===== src/rtl/fetch_unit.sv =====
// -----------------------------------------------------------------------------
// fetch_unit
//
// Instruction fetch stage that feeds the decoder. It holds the program counter
// and keeps at most one word read outstanding to instruction memory. Each
// returned word is handed to decode with its PC through a valid/ready
// handshake. Execute can redirect the PC. A halt from decode stops fetch for
// good; only reset leaves the halted state.
//
// Build option:
//   FETCH_MISALIGN_TRAP_EN - when defined, a redirect to a target that is not
//                            word-aligned halts fetch and raises misalign_err.
//                            When undefined, the low two target bits are
//                            cleared on load and misalign_err is held at 0.
//
// Ports:
//   clk            system clock, rising edge
//   rst_n          asynchronous active-low reset
//   imem_req       one-cycle read request strobe
//   imem_addr      word-aligned read address (meaningful while imem_req=1)
//   imem_rvalid    read data valid, at least one cycle after imem_req
//   imem_rdata     instruction word, sampled while imem_rvalid=1
//   instr_o        instruction presented to decode (NOP_INSTR when not valid)
//   pc_o           address of instr_o
//   instr_valid    instr_o/pc_o valid
//   instr_ready    decode accepts instr_o this cycle
//   redirect_valid load redirect_pc into the PC
//   redirect_pc    redirect target
//   halt_i         halt request from decode (wins over a redirect)
//   halted_o       fetch permanently stopped
//   misalign_err   misaligned redirect trapped (build option only)
// -----------------------------------------------------------------------------
module fetch_unit #(
    parameter logic [31:0] RESET_PC  = 32'h0100_0000,
    parameter logic [31:0] NOP_INSTR = 32'h0000_0013
) (
    input  logic        clk,
    input  logic        rst_n,
    output logic        imem_req,
    output logic [31:0] imem_addr,
    input  logic        imem_rvalid,
    input  logic [31:0] imem_rdata,
    output logic [31:0] instr_o,
    output logic [31:0] pc_o,
    output logic        instr_valid,
    input  logic        instr_ready,
    input  logic        redirect_valid,
    input  logic [31:0] redirect_pc,
    input  logic        halt_i,
    output logic        halted_o,
    output logic        misalign_err
);

    typedef enum logic [2:0] {
        ST_IDLE,
        ST_REQ,
        ST_WAIT,
        ST_HOLD,
        ST_HALTED
    } state_t;

    state_t      state_reg, state_next;
    logic [31:0] pc_reg, pc_next;
    logic        discard_reg, discard_next;
    logic [31:0] instr_reg, instr_next;
    logic [31:0] pc_out_reg, pc_out_next;
    logic        valid_reg, valid_next;
    logic        halted_reg, halted_next;
    logic        imem_req_reg;
    logic [31:0] imem_addr_reg;

    // Target actually loaded on a redirect, and whether the redirect traps.
    logic [31:0] redirect_target;
    logic        redirect_bad;

`ifdef FETCH_MISALIGN_TRAP_EN
    logic mis_reg, mis_next;

    assign redirect_target = redirect_pc;
    assign redirect_bad    = |redirect_pc[1:0];
    assign misalign_err    = mis_reg;
`else
    assign redirect_target = redirect_pc & 32'hFFFF_FFFC;
    assign redirect_bad    = 1'b0;
    assign misalign_err    = 1'b0;
`endif

    always_comb begin
        state_next   = state_reg;
        pc_next      = pc_reg;
        discard_next = discard_reg;
        instr_next   = instr_reg;
        pc_out_next  = pc_out_reg;
        valid_next   = valid_reg;
        halted_next  = halted_reg;
`ifdef FETCH_MISALIGN_TRAP_EN
        mis_next     = mis_reg;
`endif

        if (state_reg == ST_HALTED) begin
            // Sticky until reset: every input is ignored.
            state_next = ST_HALTED;
        end else if (halt_i || (redirect_valid && redirect_bad)) begin
            // Any in-flight read is simply never looked at again.
            state_next  = ST_HALTED;
            valid_next  = 1'b0;
            instr_next  = NOP_INSTR;
            halted_next = 1'b1;
`ifdef FETCH_MISALIGN_TRAP_EN
            if (!halt_i) begin
                mis_next = 1'b1;
            end
`endif
        end else begin
            // Normal fetch sequencing.
            case (state_reg)
                ST_IDLE: state_next = ST_REQ;
                ST_REQ:  state_next = ST_WAIT;
                ST_WAIT: begin
                    if (imem_rvalid) begin
                        if (discard_reg) begin
                            // Response belongs to a fetch made before a redirect.
                            discard_next = 1'b0;
                            state_next   = ST_REQ;
                        end else begin
                            instr_next  = imem_rdata;
                            pc_out_next = pc_reg;
                            valid_next  = 1'b1;
                            pc_next     = pc_reg + 32'd4;
                            state_next  = ST_HOLD;
                        end
                    end
                end
                ST_HOLD: begin
                    if (instr_ready) begin
                        valid_next = 1'b0;
                        instr_next = NOP_INSTR;
                        state_next = ST_REQ;
                    end
                end
                default: state_next = ST_IDLE;
            endcase

            // A redirect overrides the sequencing above. An instruction
            // accepted in HOLD on the same cycle has already been consumed.
            if (redirect_valid) begin
                pc_next    = redirect_target;
                valid_next = 1'b0;
                instr_next = NOP_INSTR;
                case (state_reg)
                    ST_REQ: begin
                        // The request just issued is now stale.
                        state_next   = ST_WAIT;
                        discard_next = 1'b1;
                    end
                    ST_WAIT: begin
                        if (imem_rvalid) begin
                            discard_next = 1'b0;
                            state_next   = ST_REQ;
                        end else begin
                            discard_next = 1'b1;
                            state_next   = ST_WAIT;
                        end
                    end
                    default: state_next = ST_REQ;
                endcase
            end
        end
    end

    always_ff @(posedge clk or negedge rst_n) begin
        if (!rst_n) begin
            state_reg     <= ST_IDLE;
            pc_reg        <= RESET_PC;
            discard_reg   <= 1'b0;
            instr_reg     <= NOP_INSTR;
            pc_out_reg    <= RESET_PC;
            valid_reg     <= 1'b0;
            halted_reg    <= 1'b0;
            imem_req_reg  <= 1'b0;
            imem_addr_reg <= RESET_PC;
`ifdef FETCH_MISALIGN_TRAP_EN
            mis_reg       <= 1'b0;
`endif
        end else begin
            state_reg   <= state_next;
            pc_reg      <= pc_next;
            discard_reg <= discard_next;
            instr_reg   <= instr_next;
            pc_out_reg  <= pc_out_next;
            valid_reg   <= valid_next;
            halted_reg  <= halted_next;
`ifdef FETCH_MISALIGN_TRAP_EN
            mis_reg     <= mis_next;
`endif
            // Request strobe is registered so it is high exactly for the
            // cycle the FSM spends in REQ, with the PC that REQ fetches.
            imem_req_reg <= (state_next == ST_REQ);
            if (state_next == ST_REQ) begin
                imem_addr_reg <= pc_next;
            end
        end
    end

    assign imem_req    = imem_req_reg;
    assign imem_addr   = imem_addr_reg;
    assign instr_o     = instr_reg;
    assign pc_o        = pc_out_reg;
    assign instr_valid = valid_reg;
    assign halted_o    = halted_reg;

endmodule


===== config.mk =====
export PLATFORM = sky130hd
export DESIGN_NAME = fetch_unit
export DESIGN_NICKNAME = d
export VERILOG_FILES = /design/src/rtl/fetch_unit.sv
export SDC_FILE = /design/constraint.sdc
export NUM_CORES = 1
export LEC_CHECK = 0
export ABC_CLOCK_PERIOD_IN_PS = 3100
export BUFFER_PORTS_ARGS = -buffer_cell sky130_fd_sc_hd__buf_2
export CAP_MARGIN = 20
export CORE_UTILIZATION = 53
export DETAILED_ROUTE_END_ITERATION = 7
export PLACE_DENSITY = 0.85
export SYNTH_ARGS = -nofsm -noshare
export SYNTH_HDL_FRONTEND = slang
export SYNTH_SLANG_ARGS = --single-unit

===== constraint.sdc =====
create_clock -name clk -period 3.1 [get_ports clk]
set_clock_uncertainty 0.15 [all_clocks]
set_input_delay 0 -clock clk [delete_from_list [all_inputs] [get_ports clk]]
set_output_delay 0 -clock clk [all_outputs]
set_load 0.01 [all_outputs]

==> flow_summary.toml <==
[setup_path]
critPathCaptureType = "flop"
rrSetupSlack_ns = 0.08
crit_type = "flop to flop"
crit_path_start_kind = "flop"
cp_slowest_cell = "dfrtp_1"
crit_end = "pc_reg[5]"
cp-startpoint = "state_reg[1]"
rr_worst_depth = 6
cp_max_fo = 15
r2r_end = "pc_reg[5]"
worst-endpoint-arrival_ns = 3.22
critical-path-max-stage-delay_ns = 0.58
crit_chain = "nor3b_4, nor2_2, inv_1, or4_1, nand3_1, dlygate4sd3_1"
worstPathRequired_ns = 3.30
r2r-start = "state_reg[1]"

[layout]
final_cell_count_no_fill = 944
stdcell_area_sq_um = 8580
num-nets-final = 859
drive_gt1_share_pct = 36.1
syn2layout_area_growth_pct = 37.5
layout_commonest_cell = "buf_2"
layout_common_cells = "buf_2 (165), dfrtp_1 (128), dlygate4sd3_1 (72), mux2_2 (46), nor2_1 (38)"
multi_input_area_sq_um = 2610
n_fill_cell = 706
register_area_sq_um = 3390
n_antenna_cell = 0

[synth]
yosys.cell_types.count = 71
synthSimpleGateAreaFrac_pct = 15.4
ys_ff_latch = 135
synth_mux_area_share_pct = 8.78
synth_fa_ha_area_share_pct = 0.200
netlist_area_sq_um = 6240
synth_compound_area_share_pct = 17.1
synthesis.nets = 626
ys_seq_area_share_pct = 54.3
synth_area_per_cell_sq_um = 11.2
synth_top_family_by_area = "compound AO/OA/AOI/OAI gates"
synth_cells = 555
ys.flop_type = "dfrtp_1"
synthXorXnorAreaFrac_pct = 0
synth_warnings = 0
synth_edf_count = 0
async_flop_share_pct = 100

[routing]
vias = 5928
drt_pass1_iterations = 7
drtIter0Drc = 606
routed_wl_microns = 19000
wl_per_cell_microns = 20.2
vias_per_cell = 6.28
drc = 0
ant_nets = 0

[global_route]
grt_max_degree = 93
gr-total-overflow = 0
grtUsageTotal_pct = 32.0
grt_pass1_wl_microns = 30700
grt_antenna_before_repair = 0
grt_pass1_vias = 5944

[power]
max-vdd-ir-drop_uv = 746
swShare_pct = 25.2
internal_power_mw = 3.71
p_leak_nw = 4.25
clkPwrFrac_pct = 45.0
p_sw_mw = 1.25
power_frac_seq_pct = 42.6
power.density_nw_per_um2 = 578
p_comb_share_pct = 12.4

[timing]
relSlewSlack_pct = 45.2
tns_ns = 0
finalMaxSlewViolations = 0
hold_slack_ns = 0.0297
rsz0062_at_grt = "false"
hold_viol_final = 0
fmax_mhz = 331
worst_slew_pin_slew_ns = 0.821
fin_crit_ns = 3.02
fin_crit_sh_pct = 97.4
setup_viol = 0

[clocking]
numCtsBuffers = 17
clk-insertion-delay-late_ns = 0.42
clk_path_buf_depth = 2
clkTransAtPathRegs_ns = 0.06
clock-sinks = 135
cts_tree = "yes"
root_buffer = "clkbuf_16"
htreeDepth = 4

[min_path]
hold_path.class = "primary input to flop"
holdPathStages = 5

[placement]
portBuffers = 166
placed_area_sq_um = 7180
gp_congestion = 0.878
dp_cells = 837
dp_hpwl_microns = 11700

[outcome]
outcome = "complete, no violations"

[floorplan]
die_x_microns = 111
die_area_sq_um = 12200
start_util_pct = 54.4
ios = 170
rows = 39
floorplan.die.height_microns = 111
core_sq_um = 11500

[job]
maxCapViolCount = 0
## logic make-up after synthesis
kind of cell | after synthesis
other | 1
AND/OR/NAND/NOR | 163
adder cells (fa/ha/maj) | 1
multiplexers | 49
flip-flops | 135
AO/OA/AOI/OAI | 147
buffers and inverters | 59
## through the flow
stage	utilization [%]	worst slack [ns]	power (mW)
4_1_cts	74.6	0.106	4.96
2_1_floorplan	-	0.851	2.36
3_5_place_dp	62.6	0.508	2.67
3_3_place_gp	62.6	0.547	2.63
5_1_grt	74.9	0.00811	5.12
6_report	74.9	0.0796	4.96
## critical path: cells and delay by family (launching register included)
kind | cells | cell delay [ns]
flip-flops | 1 | 0.58
buffers and inverters | 2 | 0.98
AND/OR/NAND/NOR | 4 | 1.23
## worst min path at each step
stage	startpoint	end	slack (ns)
after global routing	instr_ready	state_reg[1]	0.05
after floorplan	rst_n	discard_reg	-0.45
after global placement	rst_n	pc_o[31]	-0.03
after CTS	instr_ready	state_reg[1]	0.02
final	instr_ready	state_reg[1]	0.03
after detailed placement	rst_n	pc_o[31]	-0.01
## cells in the mapped netlist (all sizes together), types with 2 or more instances
library cell / n / area share (%)
o21a: 4 / 0.48
nor2: 39 / 2.4
mux2i: 3 / 0.48
inv: 17 / 1.0
buf: 23 / 2.0
nand4bb: 2 / 0.62
o311a: 2 / 0.32
clkbuf: 19 / 1.2
nand2: 36 / 2.2
dfstp: 6 / 2.5
or3: 5 / 0.50
nor3b: 2 / 0.42
a221o: 3 / 0.48
o31a: 3 / 0.42
nor3: 11 / 1.1
or2: 3 / 0.30
nor2b: 2 / 0.20
dfrtp: 129 / 52
and3: 7 / 0.70
nand4b: 3 / 0.42
o21ai: 19 / 1.5
o22ai: 12 / 1.2
a21o: 8 / 0.96
a32oi: 2 / 0.28
a41oi: 2 / 0.28
mux2: 46 / 8.3
nor4: 13 / 1.9
and4: 2 / 0.28
a22o: 31 / 4.4
and2: 2 / 0.20
o311ai: 3 / 0.42
a311o: 2 / 0.32
or4: 5 / 0.60
o31ai: 10 / 1.3
a21oi: 15 / 1.2
a31oi: 18 / 1.8
nand3b: 3 / 0.36
nand4: 11 / 1.4
nand3: 14 / 1.3
a22oi: 5 / 0.60
o41ai: 2 / 0.28
o211ai: 2 / 0.32
## layout make-up
class / count / area share, %
sequential: 135 / 39.5
multi-input combinational: 361 / 30.3
timing repair buffer: 256 / 19.7
clock buffer: 21 / 5.36
clock inverter: 11 / 2.27
tap: 143 / 2.08
inverter: 17 / 0.743
## power groups by stage
stage	sequential, mW	combinational (mW)	clock, mW
floorplan	2.13	0.233	0
global placement	2.12	0.513	0
finish	2.11	0.617	2.23
global route	2.13	0.664	2.33
detailed placement	2.13	0.539	0
CTS	2.10	0.610	2.25
## layer usage
layer | vias up | routed length, microns | track usage (%)
li1 | 2553 | - | -
met1 | 2892 | 7420 | 41.6
met2 | 384 | 9160 | 49.4
met3 | 99 | 1590 | 8.01
met4 | 0 | 877 | 16.9
met5 | - | 0 | 0
## what timing repair did
action / in CTS / in global routing
endpoints found under the hold margin: 183 / 0
setup endpoints to repair: 0 / 1
gates resized for setup: 0 / 1
setup buffers: 0 / 3
hold buffers: 72 / 0
(Power assumes the default switching activity.)
